[src/rtl/hms_sevenseg_scan.sv]
// hms_sevenseg_scan: multiplexed 8-digit active-low seven-segment driver for
// the HH.MM.SS timer. Scans six digits (5..0), one per REFRESH_DIV clocks,
// blinks the cursor digit in edit mode, and registers all display outputs.

// Binary 0..63 to tens/ones split for one time field.
module hms_bcd_split (
  input  logic [5:0] v,
  output logic [3:0] tens,
  output logic [3:0] ones
);
  // Constant-divisor divide/modulo; tens tops out at 6 for v = 63.
  always_comb begin
    tens = 4'(v / 6'd10);
    ones = 4'(v % 6'd10);
  end
endmodule

module hms_sevenseg_scan #(
  parameter int REFRESH_DIV = 100000,
  parameter int BLINK_TICKS = 125
) (
  input  logic       clk_i,
  input  logic       reset_i,
  input  logic [5:0] sec_i,
  input  logic [5:0] min_i,
  input  logic [5:0] hour_i,
  input  logic [2:0] digitp_i,
  input  logic       edit_i,
  output logic [7:0] an_o,
  output logic [6:0] seg_o,
  output logic       dp_o
);
  localparam int TW       = $clog2(REFRESH_DIV);
  localparam int BW       = (BLINK_TICKS > 1) ? $clog2(BLINK_TICKS) : 1;
  localparam int NUM_FLDS = 3;  // sec, min, hour

  typedef struct packed {
    logic [7:0] an;
    logic [6:0] seg;
    logic       dp;
  } disp_t;

  localparam disp_t DISP_OFF = '{an: 8'hFF, seg: 7'h7F, dp: 1'b1};

  logic [TW-1:0]                  tick;
  logic                           tick_end;
  logic [2:0]                     idx;
  logic [BW-1:0]                  slot;
  logic                           blink;
  logic [NUM_FLDS-1:0][5:0]       snap;
  logic [NUM_FLDS-1:0][3:0]       tens;
  logic [NUM_FLDS-1:0][3:0]       ones;
  logic [3:0]                     digit;
  logic                           blank;
  disp_t                          disp_nxt;
  disp_t                          disp_q;

  assign tick_end = (tick == TW'(REFRESH_DIV - 1));

  // Clock divider: one digit slot every REFRESH_DIV clocks.
  always_ff @(posedge clk_i or posedge reset_i) begin
    if (reset_i)       tick <= '0;
    else if (tick_end) tick <= '0;
    else               tick <= tick + TW'(1);
  end

  // Digit index 0..5, advanced at the end of each slot.
  always_ff @(posedge clk_i or posedge reset_i) begin
    if (reset_i)       idx <= '0;
    else if (tick_end) idx <= (idx == 3'd5) ? 3'd0 : idx + 3'd1;
  end

  // Blink phase: toggles every BLINK_TICKS completed slots.
  always_ff @(posedge clk_i or posedge reset_i) begin
    if (reset_i) begin
      slot  <= '0;
      blink <= 1'b0;
    end else if (tick_end) begin
      if (slot == BW'(BLINK_TICKS - 1)) begin
        slot  <= '0;
        blink <= ~blink;
      end else begin
        slot  <= slot + BW'(1);
      end
    end
  end

  // Frame snapshot: one coherent time value per scan frame, taken at the
  // first clock of digit 0 so a frame never mixes old and new fields.
  always_ff @(posedge clk_i or posedge reset_i) begin
    if (reset_i)                     snap <= '0;
    else if (idx == 3'd0 && tick == '0) snap <= {hour_i, min_i, sec_i};
  end

  // One splitter per field; field f feeds digits 2f (ones) and 2f+1 (tens).
  for (genvar f = 0; f < NUM_FLDS; f++) begin : g_fld
    hms_bcd_split u_split (
      .v    (snap[f]),
      .tens (tens[f]),
      .ones (ones[f])
    );
  end

  // Pick the BCD digit for the slot being scanned.
  always_comb begin
    digit = '0;
    case (idx)
      3'd0:    digit = ones[0];
      3'd1:    digit = tens[0];
      3'd2:    digit = ones[1];
      3'd3:    digit = tens[1];
      3'd4:    digit = ones[2];
      3'd5:    digit = tens[2];
      default: digit = '0;
    endcase
  end

  // Cursor digit goes dark during the blink-on half period; edit/cursor are live.
  assign blank = edit_i & blink & (idx == digitp_i);

  // Next display word: anode, segment pattern and separator dot together.
  always_comb begin
    disp_nxt     = DISP_OFF;
    disp_nxt.an  = blank ? 8'hFF : ~(8'd1 << idx);
    disp_nxt.dp  = ~(idx == 3'd2 || idx == 3'd4);
    case (digit)
      4'd0:    disp_nxt.seg = 7'b1000000;
      4'd1:    disp_nxt.seg = 7'b1111001;
      4'd2:    disp_nxt.seg = 7'b0100100;
      4'd3:    disp_nxt.seg = 7'b0110000;
      4'd4:    disp_nxt.seg = 7'b0011001;
      4'd5:    disp_nxt.seg = 7'b0010010;
      4'd6:    disp_nxt.seg = 7'b0000010;
      4'd7:    disp_nxt.seg = 7'b1111000;
      4'd8:    disp_nxt.seg = 7'b0000000;
      4'd9:    disp_nxt.seg = 7'b0010000;
      default: disp_nxt.seg = 7'h7F;
    endcase
  end

  // Single output register so anode and segments switch on the same edge.
  always_ff @(posedge clk_i or posedge reset_i) begin
    if (reset_i) disp_q <= DISP_OFF;
    else         disp_q <= disp_nxt;
  end

  assign an_o  = disp_q.an;
  assign seg_o = disp_q.seg;
  assign dp_o  = disp_q.dp;

endmodule

[config.mk]
export PLATFORM = sky130hd
export DESIGN_NAME = hms_sevenseg_scan
export DESIGN_NICKNAME = d
export VERILOG_FILES = /design/src/rtl/hms_sevenseg_scan.sv
export SDC_FILE = /design/constraint.sdc
export NUM_CORES = 1
export LEC_CHECK = 0
export CORE_UTILIZATION = 51
export CTS_BUF_LIST = sky130_fd_sc_hd__clkbuf_16
export CTS_CLUSTER_DIAMETER = 50
export DETAILED_ROUTE_END_ITERATION = 8
export PLACE_DENSITY = 0.76
export SYNTH_ARGS = -nofsm -noshare
export SYNTH_HDL_FRONTEND = slang
export SYNTH_SLANG_ARGS = --single-unit
[constraint.sdc]
create_clock -name clk_i -period 3.4 [get_ports clk_i]
set_input_delay 0.68 -clock clk_i [delete_from_list [all_inputs] [get_ports clk_i]]
set_output_delay 0.68 -clock clk_i [all_outputs]
set_load 0.01 [all_outputs]
# Word-level counts from Yosys, hierarchy flattened
# Memories as Yosys holds them, arrays and structs flattened. A register that Yosys moved wholly into a read port is not among the register bits.
# Index checks and enable logic that the tools add are counted.
# classes
shifts,1
n_eq_ne,8
n_bitwise,5
div_mod_pow,6
reduce_logical,5
add_sub_neg,3
muxes,5
# op_table
operator,n
case mux 4 bit (6 select lines),1
"divider 6 x 4 -> 6 bit, second input constant",3
"remainder unit 6 x 4 -> 6 bit, second input constant",3
"adder 17 x 1 -> 17 bit, second input constant",1
"== test 17 bit, second input constant",1
zero test 17 bit,1
2-to-1 mux 17 bit,1
2-to-1 mux 8 bit,1
NOT 8 bit,1
"left shift 1 x 3 -> 8 bit, first input constant",1
"adder 7 x 1 -> 7 bit, second input constant",1
"== test 7 bit, second input constant",1
2-to-1 mux 7 bit,1
"== test 3 x 2 -> 1 bit, second input constant",2
"== test 3 bit, second input constant",2
"adder 3 x 1 -> 3 bit, second input constant",1
"== test 3 x 1 -> 1 bit, second input constant",1
== test 3 bit,1
zero test 3 bit,1
2-to-1 mux 3 bit,1
bitwise AND 1 bit,2
NOT 1 bit,2
AND reduction 2 bit,1
logical AND 1 bit,1
logical OR 1 bit,1
# totals
inputBits,24
reg_bits,55
mem_count,1
rom_bits,112
# mem_list
memory,words,word_bits,rd,rd_clocked_by_memory_dff,write_ports,line,text
(name not given),16,7,1,1,0,126,case (digit)

# Depth between registers and ports, before layout
# logic_depth
ltp_word,3
mapped_depth,18
mapped_depth_nobuf,15

# Cells and area by module
# From an unflattened synthesis, not the netlist that was laid out.
# unflattened
hier_cells,427
hier_area_um2,4031.4
# modules_own_cells
module,cells_per_inst,area_each_um2,seq_area_each_um2,instances
hms_sevenseg_scan,268,2991.6,1571.5,1
hms_bcd_split,53,346.6,0.0,3

# Worst setup path after synthesis
# No wires, ideal clock.
# synth_path
path_kind,reg2reg
from,register idx[2]
to,register seg_o[3] (netlist name)
arrival_time_ns,3.415
path_stages_with_launch,16
setup_slack_ns,-0.109
path_cell_list,dfrtp_1 buf_6 or3b_1 a21oi_4 or2_2 ha_1 a21boi_0 and3b_1 or3_1 clkbuf_1 and2_0 o31ai_1 o31ai_1 ha_1 mux2i_1 a21oi_1
# synth_between
elab_chain_len,2
# synth_lines
item,line,text
start: declaration,47,logic [2:0] idx;
start signal: assignment,70,else if (tick_end) idx <= (idx == 3'd5) ? 3'd0 : idx + 3'd1;
"== test 3 bit, or another cell as far along",107,case (idx)
case mux 4 bit (6 select lines) (*),107,
# Mark *: on every way between the ends. The rest lies on a longest branch, timed or not.
# A chain may end at the register's enable or synchronous reset.

# Worst setup path after layout
# layout_path
from,register idx[1]
to,register seg_o[3] (netlist name)
# layout_between
elab_chain_len,2
# layout_lines
item,line
"== test 3 bit, or another cell as far along",107
case mux 4 bit (6 select lines) (*),107
# Marks and branches as above.

==> run summary <==
Final Skew: 0.008279 ns
Rows: 29
Die Y: 85.15 µm
post-synth top area share: 0.3265
post-synth cell types: 64
worst vdd ir: 0.0004105 V
predominant post-synthesis flop cell: dfrtp_1
pin slew with the least headroom to its limit: 0.7007 ns
Int Power: 1456 µW
initial antenna violation count: 0
Fmax achieved: 297.6 MHz
element type at the critical path end: register
vias per cell: 5.980
LEAKAGE: 0.001890 µW
worst hold slack: 0.4721 ns
final antenna-violating net count: 0
Arr. time, crit path: 3.60 ns
largest net degree at the start of global routing: 29
Reg area: 1573 µm²
root buffer cell: clkbuf_16
die area: 7250 µm²
Final Max Tran Viols: 0
vias in the first global route: 2847
clock power share: 0.457
RSZ-0062 raised after global routing: yes
layout cells sized above 1: 0.2300
1st-pass router iterations: 5
Tcrit/Tclk final: 0.9885
mean post-synth cell area: 9.904 µm²
Total GRT Usage: 0.2472
Final setup viols: 0
wire per inst: 16.90 µm
htree depth: 3
crit path kind: register to register
Vias: 2930
filler cell count: 489
Port Buffers: 39
number of clock sinks: 62
worst min path class: register to register
Synth Warn #: 0
status: completed
CTS buffer count: 9
max_slew headroom: 0.5328
Longest Clk Path Bufs: 2
worst reg-to-reg path cell count: 13
die extent in x: 85.15 µm
pwr dens: 424.1 nW/µm²
Starting Density: 0.5429
Switching Share: 0.2291
CTS tree: yes
Core ar.: 6495 µm²
area of the multi-input gates: 1922 µm²
Clock Pin Slew Worst Setup and Hold Paths: 0.05 ns
Post-synth ARST share: 1.000
ant diodes: 0
wire length of the first global-routing pass: 13810 µm
share of the yosys chip area belonging to registers: 0.4457
flops & latches, synth: 62
Combinational Power Share: 0.123
Gate Count Post-Synth: 356
final critical-path required period: 3.361 ns
commonest non-fill, non-tap cell in the layout: dfrtp_1
DRC errors left: 0
GPL Wtd Cong: 0.8309
CTS hold repair buffers: 0
top cell type by total area after synthesis: dfrtp_1
# nets final: 444
critical path fanouts, max: 4
Worst-Skew Late Latency: 0.33 ns
Synth area leaders: dfrtp_1 33%, dfstp_2 12%, mux2_2 5.7%
most frequent cells in the layout: 45 x dfrtp_1, 39 x clkdlybuf4s50_1, 29 x nor2_1, 26 x nand2_1
Hold Vio Cnt, Final: 0
Post-Synthesis Cell Area: 3526 µm²
Layout area overhead: 26.30%
syn_nets: 392
number of flops mapped to enable cells by yosys: 0
CP startpoint kind: register
Seq pwr share: 0.420
max cap viols: 0
drt total wl: 8283 µm
initial drt markers: 277
global route overflow: 0
total power: 1888 µW
WHS Path Cells: 1
IO Pins: 40
Psw: 432.7 µW
post-DP HPWL: 5857 µm
CP Data Required Time: 3.64 ns
-- worst max-delay path, stage by stage, from the launching register on --
cell and delay [ns]:
dfrtp_2 0.44, or3b_4 0.42, a21oi_4 0.16, or2_4 0.17
ha_4 0.21, a21boi_4 0.13, and3b_1 0.17, or3_4 0.34
and2_4 0.18, o31ai_4 0.31, o31ai_4 0.14, ha_1 0.34
mux2i_1 0.17, a21oi_1 0.10
-- synth_stat cells, types with 3 or more instances --
cell       n
mux2_2    18
xnor2_1    9
nand2_1   26
a21o_1     5
nand3_1   11
ha_1      12
o22ai_1    5
nor2_1    29
mux2i_1    5
o21ai_0   18
or3_1      6
a22oi_1    3
inv_1     11
nor3_1    11
a31oi_1    5
nand3b_1   5
a21oi_1   19
dfrtp_1   46
xor2_1    10
clkbuf_1  11
buf_2      3
and3_1     5
and2_1     6
nand4_1    9
nor4_1     3
dfstp_2   16
-- power by group through the flow --
stage	logic (µW)	registers [µW]	clock network (µW)
2_1_floorplan	118	810	0
3_3_place_gp	210	803	0
3_5_place_dp	218	805	0
4_1_cts	220	793	880
5_1_grt	252	795	917
6_report	232	793	864
-- worst paths after layout --
check | slack (ns) | to | start
max | 0.04 | seg_o[3] | idx[1]
min | 0.47 | blink | blink
max reg2reg | 0.04 | seg_o[3] | idx[1]
min reg2reg | 0.47 | blink | blink
max in group asynchronous | 2.05 | idx[1] | reset_i
min in group asynchronous | 0.66 | tick[5] | reset_i
-- cell type report --
type                    count  area share
inverters                  12     0.01012
flip-flops and latches     62      0.3532
multi-input cells         266      0.4316
clock buffers               9     0.05058
well taps                  77     0.02164
repair buffers             57      0.1197
clock inverters             7     0.01321
-- timing repair --
action / CTS / global route
setup buffers: 0 / 1
pin swaps: 0 / 5
gates resized for setup: 1 / 18
gates cloned: 0 / 0
setup endpoints to repair: 4 / 7
-- cells by family after synthesis --
family	Yosys count	share of synthesized area
multiplexers	23	0.07168
buffers and inverters	28	0.03407
AO/OA/AOI/OAI	81	0.1590
adder cells (fa/ha/maj)	12	0.04258
flip-flops	62	0.4457
AND/OR/NAND/NOR	130	0.1952
XOR/XNOR	20	0.05181
-- through the flow --
stage | TNS (ns) | setup WS [ns] | cells | instance area [µm²] | util
after global placement | 0 | 0.1287 | 473 | 4085 | 0.6290
after CTS | 0 | 0.007728 | 489 | 4374 | 0.6735
after detailed placement | -0.07795 | -0.03497 | 473 | 4085 | 0.6290
after floorplan | 0 | 0.04067 | 356 | 3556 | -
after global routing | -0.01523 | -0.01523 | 490 | 4453 | 0.6856
final | 0 | 0.03923 | 490 | 4453 | 0.6856
-- sequential cells by signal (all words and copies together) (netlist names) --
name and flops:
slot 7, idx 3, an_o 8, dp_o 1, snap 18, tick 17
seg_o 7, blink 1
-- routing by layer --
metal / wire length, µm / vias to the layer above / share of wire / GRT usage
li1: - / 1402 / - / -
met1: 3648 / 1427 / 0.44 / 0.3238
met2: 4128 / 91 / 0.50 / 0.4040
met3: 395 / 10 / 0.048 / 0.06518
met4: 111 / 0 / 0.013 / 0.07550
met5: 0 / - / 0 / 0
(Power assumes the default switching activity.)
